<file path="config.mk">
export PLATFORM = sky130hd
export DESIGN_NAME = ifu_fetch
export DESIGN_NICKNAME = d
export VERILOG_FILES = /design/src/rtl/ifu_fetch.sv
export SDC_FILE = /design/constraint.sdc
export NUM_CORES = 1
export LEC_CHECK = 0
export BUFFER_PORTS_ARGS = -buffer_cell sky130_fd_sc_hd__buf_2
export CORE_MARGIN = 3
export CORE_UTILIZATION = 45
export DETAILED_ROUTE_END_ITERATION = 10
export GPL_ROUTABILITY_DRIVEN = 0
export GPL_TIMING_DRIVEN = 0
export HOLD_SLACK_MARGIN = 0.12
export PLACE_DENSITY = 0.8
export SETUP_SLACK_MARGIN = 0.5
export SLEW_MARGIN = 10
export SYNTH_ARGS = -nofsm -noshare
export SYNTH_HDL_FRONTEND = slang
export SYNTH_SLANG_ARGS = --single-unit
</file>
<file path="constraint.sdc">
create_clock -name i_clock -period 5.4 [get_ports i_clock]
set_input_delay 0.27 -clock i_clock [delete_from_list [all_inputs] [get_ports i_clock]]
set_output_delay 0.27 -clock i_clock [all_outputs]
set_load 0.05 [all_outputs]
</file>
<file path="src/rtl/ifu_fetch.sv">
// ifu_fetch: instruction fetch stage feeding decode.
// One fetch in flight; writeback supplies every next PC.
module ifu_fetch #(
    parameter logic [31:0] RESET_PC = 32'h8000_0000,
    parameter int unsigned TIMEOUT  = 255
) (
    input  logic        i_clock,
    input  logic        i_reset,
    input  logic        i_pc_valid,
    input  logic [31:0] i_dnpc,
    output logic        o_mem_req_valid,
    output logic [31:0] o_mem_addr,
    input  logic        i_mem_req_ready,
    input  logic        i_mem_resp_valid,
    input  logic [31:0] i_mem_rdata,
    input  logic        i_mem_resp_err,
    output logic        o_valid,
    output logic [31:0] o_inst,
    output logic [31:0] o_imm,
    output logic [31:0] o_pc,
    output logic        o_fault
);

    typedef enum logic [1:0] {
        S_REQ,
        S_WAIT,
        S_DONE,
        S_IDLE
    } state_t;

    localparam logic [7:0] LP_TIMEOUT = 8'(TIMEOUT);

    localparam logic [6:0] OP_OPIMM  = 7'b0010011;
    localparam logic [6:0] OP_JALR   = 7'b1100111;
    localparam logic [6:0] OP_LOAD   = 7'b0000011;
    localparam logic [6:0] OP_SYSTEM = 7'b1110011;
    localparam logic [6:0] OP_LUI    = 7'b0110111;
    localparam logic [6:0] OP_AUIPC  = 7'b0010111;
    localparam logic [6:0] OP_JAL    = 7'b1101111;
    localparam logic [6:0] OP_STORE  = 7'b0100011;
    localparam logic [6:0] OP_BRANCH = 7'b1100011;

    state_t      r_state;
    logic [31:0] r_pc;
    logic [7:0]  r_cnt;
    logic        r_valid;
    logic        r_fault;
    logic [31:0] r_inst;
    logic [31:0] r_imm;
    logic [31:0] r_out_pc;

    logic [6:0]  w_opc;
    logic        w_sign;
    logic [31:0] w_imm;
    logic [7:0]  w_cnt_next;
    logic        w_timeout;

    assign w_opc      = i_mem_rdata[6:0];
    assign w_sign     = i_mem_rdata[31];
    assign w_cnt_next = r_cnt + 8'd1;
    // The cycle whose count reaches the limit is the last chance for a response.
    assign w_timeout  = (w_cnt_next == LP_TIMEOUT);

    // Immediate decode of the incoming read data, selected by opcode.
    always_comb begin
        w_imm = {25'b0, i_mem_rdata[31:25]};
        case (w_opc)
            OP_OPIMM, OP_JALR, OP_LOAD, OP_SYSTEM: begin
                w_imm = {{20{w_sign}}, i_mem_rdata[31:20]};
            end
            OP_LUI, OP_AUIPC: begin
                w_imm = {i_mem_rdata[31:12], 12'b0};
            end
            OP_JAL: begin
                w_imm = {{11{w_sign}}, i_mem_rdata[31],
                         i_mem_rdata[19:12], i_mem_rdata[20],
                         i_mem_rdata[30:21], 1'b0};
            end
            OP_STORE: begin
                w_imm = {{20{w_sign}}, i_mem_rdata[31:25],
                         i_mem_rdata[11:7]};
            end
            OP_BRANCH: begin
                w_imm = {{19{w_sign}}, i_mem_rdata[31],
                         i_mem_rdata[7], i_mem_rdata[30:25],
                         i_mem_rdata[11:8], 1'b0};
            end
            default: begin
                w_imm = {25'b0, i_mem_rdata[31:25]};
            end
        endcase
    end

    // Fetch FSM with registered delivery bundle and one-cycle valid pulse.
    always_ff @(posedge i_clock) begin
        if (i_reset) begin
            r_state  <= S_REQ;
            r_pc     <= RESET_PC;
            r_cnt    <= 8'd0;
            r_valid  <= 1'b0;
            r_fault  <= 1'b0;
            r_inst   <= 32'd0;
            r_imm    <= 32'd0;
            r_out_pc <= 32'd0;
        end else begin
            r_valid <= 1'b0;
            case (r_state)
                S_REQ: begin
                    if (i_mem_req_ready) begin
                        r_state <= S_WAIT;
                        r_cnt   <= 8'd0;
                    end
                end
                S_WAIT: begin
                    r_cnt <= w_cnt_next;
                    if (i_mem_resp_valid) begin
                        r_inst   <= i_mem_resp_err ? 32'd0 : i_mem_rdata;
                        r_imm    <= i_mem_resp_err ? 32'd0 : w_imm;
                        r_out_pc <= r_pc;
                        r_fault  <= i_mem_resp_err;
                        r_valid  <= 1'b1;
                        r_state  <= S_DONE;
                    end else if (w_timeout) begin
                        r_inst   <= 32'd0;
                        r_imm    <= 32'd0;
                        r_out_pc <= r_pc;
                        r_fault  <= 1'b1;
                        r_valid  <= 1'b1;
                        r_state  <= S_DONE;
                    end
                end
                S_DONE: begin
                    r_state <= S_IDLE;
                end
                S_IDLE: begin
                    if (i_pc_valid) begin
                        r_pc    <= i_dnpc;
                        r_state <= S_REQ;
                    end
                end
                default: begin
                    r_state <= S_REQ;
                end
            endcase
        end
    end

    assign o_mem_req_valid = (r_state == S_REQ);
    assign o_mem_addr      = r_pc;
    assign o_valid         = r_valid;
    assign o_inst          = r_inst;
    assign o_imm           = r_imm;
    assign o_pc            = r_out_pc;
    assign o_fault         = r_fault;

endmodule
</file>
; Yosys cells after proc, flatten, opt, wreduce, memory -nomap -nowiden
; Cells that the tools add are included.
[totals]
reg_bits = 140
input_bits = 70
[op_classes]
n_addsub = 1
n_eq_ne = 16
n_mux = 19
bitwise_logic = 1
reduce_logical = 10
[ops]
columns = cell, count
row1 = 2-to-1 mux 32 bit, 7
row2 = one-hot mux 32 bit (5 select lines), 1
row3 = equality test 7 bit (second input constant), 4
row4 = one-hot mux 8 bit (2 select lines), 1
row5 = equality test 7 x 5 -> 1 bit (second input constant), 2
row6 = equality test 7 x 6 -> 1 bit (second input constant), 2
row7 = adder 8 x 1 -> 8 bit (second input constant), 1
row8 = equality test 8 bit (second input constant), 1
row9 = 2-to-1 mux 2 bit, 4
row10 = 2-to-1 mux 8 bit, 1
row11 = one-hot mux 2 bit (4 select lines), 1
row12 = equality test 7 x 2 -> 1 bit (second input constant), 1
row13 = AND reduction 2 bit, 3
row14 = equality test 2 bit (second input constant), 2
row15 = 2-to-1 mux 1 bit, 4
row16 = nonzero test 2 bit, 2
row17 = OR reduction 2 bit, 2
row18 = OR reduction 4 bit, 1
row19 = != test 3 bit (second input constant), 1
row20 = AND reduction 3 bit, 1
row21 = equality test 2 x 1 -> 1 bit (second input constant), 1
row22 = zero test 2 bit, 1
row23 = != test 2 x 1 -> 1 bit (second input constant), 1
row24 = != test 2 bit (second input constant), 1
row25 = NOT 1 bit, 1

; Depth between registers and ports, before layout
[depth]
depth_word = 5
ltp_mapped = 10

; Worst setup path after synthesis
; Ideal clock, no wire load.
[synth_timing]
kind = register to register
startpoint = register r_cnt[0]
endpoint = register r_inst[19] (netlist: o_inst[19])
setup_time_ps = 60
arrival_time_ps = 1950
t_required_ps = 5340
setup_slack_ps = 3389
path_stages_with_launch = 11
path_buffers = 3
synth_period_minus_slack_ps = 2011
path_cell_list = dfxtp_1 ha_1 clkbuf_1 a21oi_1 o21bai_1 nand3_2 a21o_4 buf_6 a21oi_2 buf_2 a22o_1
[synth_via]
elab_chain_len = 4
[synth_lines]
columns = element, line
row1 = start: declaration, 45  ; logic [7:0] r_cnt;
row2 = start signal: assignment, 115  ; r_cnt <= w_cnt_next;
row3 = adder 8 x 1 -> 8 bit, 60  ; assign w_cnt_next = r_cnt + 8'd1;
row4 = equality test 8 bit, 62  ; assign w_timeout = (w_cnt_next == LP_TIMEOUT);
row5 = nonzero test 2 bit (no line), -
row6 = AND reduction 2 bit (no line), -
row7 = end signal: assignment, 117  ; r_inst <= i_mem_resp_err ? 32'd0 : i_mem_rdata;
row8 = end: declaration, 48  ; logic [31:0] r_inst;
; No other way between the ends.
; A chain may end at the register's enable or synchronous reset.

; Final worst setup path
[layout_timing]
startpoint = register r_cnt[0]
endpoint = register r_out_pc[25] (netlist: o_pc[25])
[layout_via]
elab_chain_len = 4
[layout_lines]
columns = element, line
row1 = adder 8 x 1 -> 8 bit, 60
row2 = equality test 8 bit, 62
row3 = nonzero test 2 bit (no line), -
row4 = AND reduction 2 bit (no line), -
row5 = end signal: assignment, 119  ; r_out_pc <= r_pc;
row6 = end signal: assignment, 126  ; r_out_pc <= r_pc;
row7 = end: declaration, 50  ; logic [31:0] r_out_pc;
; No other way between the ends.

==> results.txt <==
Vias in the first global route - 5,854
Worst rel slew slack - 56.1%
Sw frac - 33.1%
Synthesized area - 5870 um^2
CP Cell Sequence - ha_1 > clkbuf_1 > a21oi_1 > o21bai_1 > nand3_2 > a21oi_2 > buf_6 > clkbuf_1 > o21ai_0 > a21oi_1
Nets@finish - 1,004
Kind of critical path - flop to flop
Critical path capture point type - flop
Insertion delay to the later sink of the worst-skew pair - 0.42 ns
Initial Util - 46.3%
Post-DP HPWL - 12,900 um
Final TNS setup - 0 ns
Final hold vios - 0
Syn Nets - 740
Internal - 2.03 mW
Comb power frac - 22.9%
Initial antenna violation count - 0
R2R cell count - 10
Ys flop type - dfxtp_1
Crit start category - flop
CP max-delay cell - dfxtp_1
Worst Hold Depth - 2
Seq pwr share - 36.7%
CP delay by family, top - compound AO/OA/AOI/OAI gates
Synth Instances - 664
DR WL/cell - 17.2 um
DR pass1 iterations - 7
1st-iter DRT viols - 530
Yosys warnings - 0
Post-synth EDFFs - 0
Static leakage - 3.52 nW
Clock share of power - 40.4%
Final slew viol count - 0
# H-tree levels - 4
Clock root buffer - clkbuf_16
Final setup viols - 0
# DRC - 0
CTS max path bufs - 2
Final WL - 19,200 um
Vias post-DR - 6,170
Global-route wire length before repair - 30,200 um
Hold_ws - 0.151 ns
Ys async rst share - 0%
Layout area overhead - 39.1%
FP Rows - 41
N_diodes - 0
Chip height - 120 um
Sequential element share of the synthesized area - 47.8%
Post-detailed-route count of antenna-violating nets - 0
WP buf/inv - 3
Area of the multi-input gates - 2750 um^2
Fmax - 0.389 GHz
DIE WIDTH - 120 um
Yosys reg bits - 140
Status - complete, no violations
Post-DR vias/cell - 5.54
Largest net degree at the start of global routing - 17
RSZ-0062 raised after global routing - no
Global Route Usage Sum - 26.3%
Max cap viols - 0
Clk slew on worst S/H paths - 0.06 ns
Critical path data arrival time - 2.91 ns
Total Die Area - 14,400 um^2
Port-buffer cells - 198
Clk_skew - 0.00853 ns
CTS tree - yes
Number of gates resized after cts - 0
Core Area - 12,700 um^2
Cts hold-fix bufs - 47
HP Start - i_mem_rdata[1]
Fin crit share - 47.6%
# fillers - 1,031
CP max FO - 10
Peak supply drop - 0.000257 V
Clk sinks - 140
Share of layout cells above drive strength 1 - 29.6%
Worst hold-check path type - input pin to flop
Postcts setup bufs - 0
Post-synth cell types - 58
GR Overflow Total - 0
I/O pin cnt - 201
Max incr delay on CP - 0.45 ns
Worst R2R End - o_pc[25]$_SDFFE_PP0P_
Mean Syn Cell Area - 8.83 um^2
R2r setup slk - 2.83 ns
Register area - 2800 um^2
Worst r2r src - r_cnt[0]$_SDFFE_PP0P_
Pwr/cell area - 371 nW/um^2
Switch Pwr - 1.00 mW
Worst Hold End - o_inst[1]$_SDFFE_PP0P_
Worst slew pin tran - 0.659 ns
Min Tclk post-route - 2.57 ns
Critical Path RT - 5.75 ns
Total CTS buffers - 17
-- power groups by stage --
stage | combinational, mW | sequential, mW | clock, mW
after floorplan | 0.340 | 1.25 | 0
after global placement | 0.651 | 1.13 | 0
after detailed placement | 0.651 | 1.13 | 0
after CTS | 0.681 | 1.11 | 1.23
after global routing | 0.741 | 1.12 | 1.28
final | 0.693 | 1.11 | 1.22
-- cell usage after synthesis, types with 8 or more instances --
master | n | area (um^2)
a2111oi_0 | 8 | 70.1
a21oi_1 | 84 | 420
dfxtp_1 | 140 | 2800
o21ai_0 | 41 | 205
nor2b_1 | 12 | 75.1
a22o_1 | 26 | 228
a31o_1 | 9 | 78.8
clkbuf_1 | 36 | 135
nor2_1 | 15 | 56.3
nand2_1 | 108 | 405
nand3_1 | 44 | 220
buf_2 | 10 | 50.1
-- final cells by class --
cell class | instances | share of cell area (%)
well taps | 172 | 2.64
inverters | 7 | 0.322
clock buffers | 21 | 5.64
multi-input cells | 458 | 33.7
plain buffers | 59 | 3.47
clock inverters | 11 | 1.93
flip-flops and latches | 140 | 34.3
repair buffers | 245 | 17.9
-- worst max path at each step --
stage                                startpoint                 endpoint  slack (ns)  cells past startpoint
final                     r_cnt[0]$_SDFFE_PP0P_    o_pc[25]$_SDFFE_PP0P_        2.83                     10
after floorplan           r_cnt[0]$_SDFFE_PP0P_  o_inst[19]$_SDFFE_PP0P_        3.39                     10
after detailed placement  r_cnt[0]$_SDFFE_PP0P_    o_pc[26]$_SDFFE_PP0P_        2.91                     10
after global routing      r_cnt[0]$_SDFFE_PP0P_    o_pc[25]$_SDFFE_PP0P_        2.55                     10
after CTS                 r_cnt[0]$_SDFFE_PP0P_    o_pc[25]$_SDFFE_PP0P_        2.89                     10
after global placement    r_cnt[0]$_SDFFE_PP0P_    o_pc[26]$_SDFFE_PP0P_        2.91                     10
-- state kept, by name, indices dropped and copies added, names as in the netlist --
signal	cells
o_fault	1
o_inst	32
o_pc	32
o_imm	32
o_mem_addr	32
o_valid	1
r_cnt	8
r_state	2
-- cell usage in the layout (no fill, tap or decap), types with 4 or more instances in the layout --
master	count
mux2i_1	7
a31o_2	7
a2111oi_0	8
inv_1	7
a22o_1	26
a31o_1	9
nor3_1	6
a222oi_1	4
mux2_4	4
dfxtp_1	140
nor2b_1	12
buf_1	4
nor2_1	15
mux2_2	7
nand2_1	108
o31ai_1	4
o211ai_1	4
buf_4	5
dlygate4sd3_1	47
clkbuf_16	17
nand2b_1	4
nand3_1	44
a21oi_1	84
and4_1	4
clkbuf_1	38
a22oi_1	5
o21ai_0	41
buf_2	208
o2bb2ai_1	4
buf_6	4
ha_1	6
-- per-layer routing --
layer / global-route usage [%] / up-vias / part of all wire, %
met5: 0 / - / 0
met4: 12.1 / 0 / 3.9
met3: 8.28 / 65 / 8.9
met2: 41.8 / 316 / 46
met1: 32.6 / 2865 / 41
li1: - / 2924 / -
-- cell families after synthesis --
kind of cell               count (synthesis)  share of synthesized area, %
AOI/OAI and AO/OA                        217                          24.3
and+or+nand+nor                          216                          17.6
DFF                                      140                          47.8
buffers and inverters                     66                          5.27
muxes                                     18                          3.56
adders and majority gates                  6                          1.28
xor gates and xnor gates                   1                         0.149
-- through the flow --
stage	total power, mW	util [%]	worst slack [ns]	cell area, um^2	std cells
after floorplan	1.59	-	3.39	5870	664
after global placement	1.78	55.8	2.91	7070	1034
after detailed placement	1.78	55.8	2.91	7070	1034
after CTS	3.02	64.4	2.89	8160	1113
after global routing	3.14	64.4	2.55	8160	1113
final	3.03	64.4	2.83	8160	1113
Note: power is estimated with default switching activity, not from simulation.
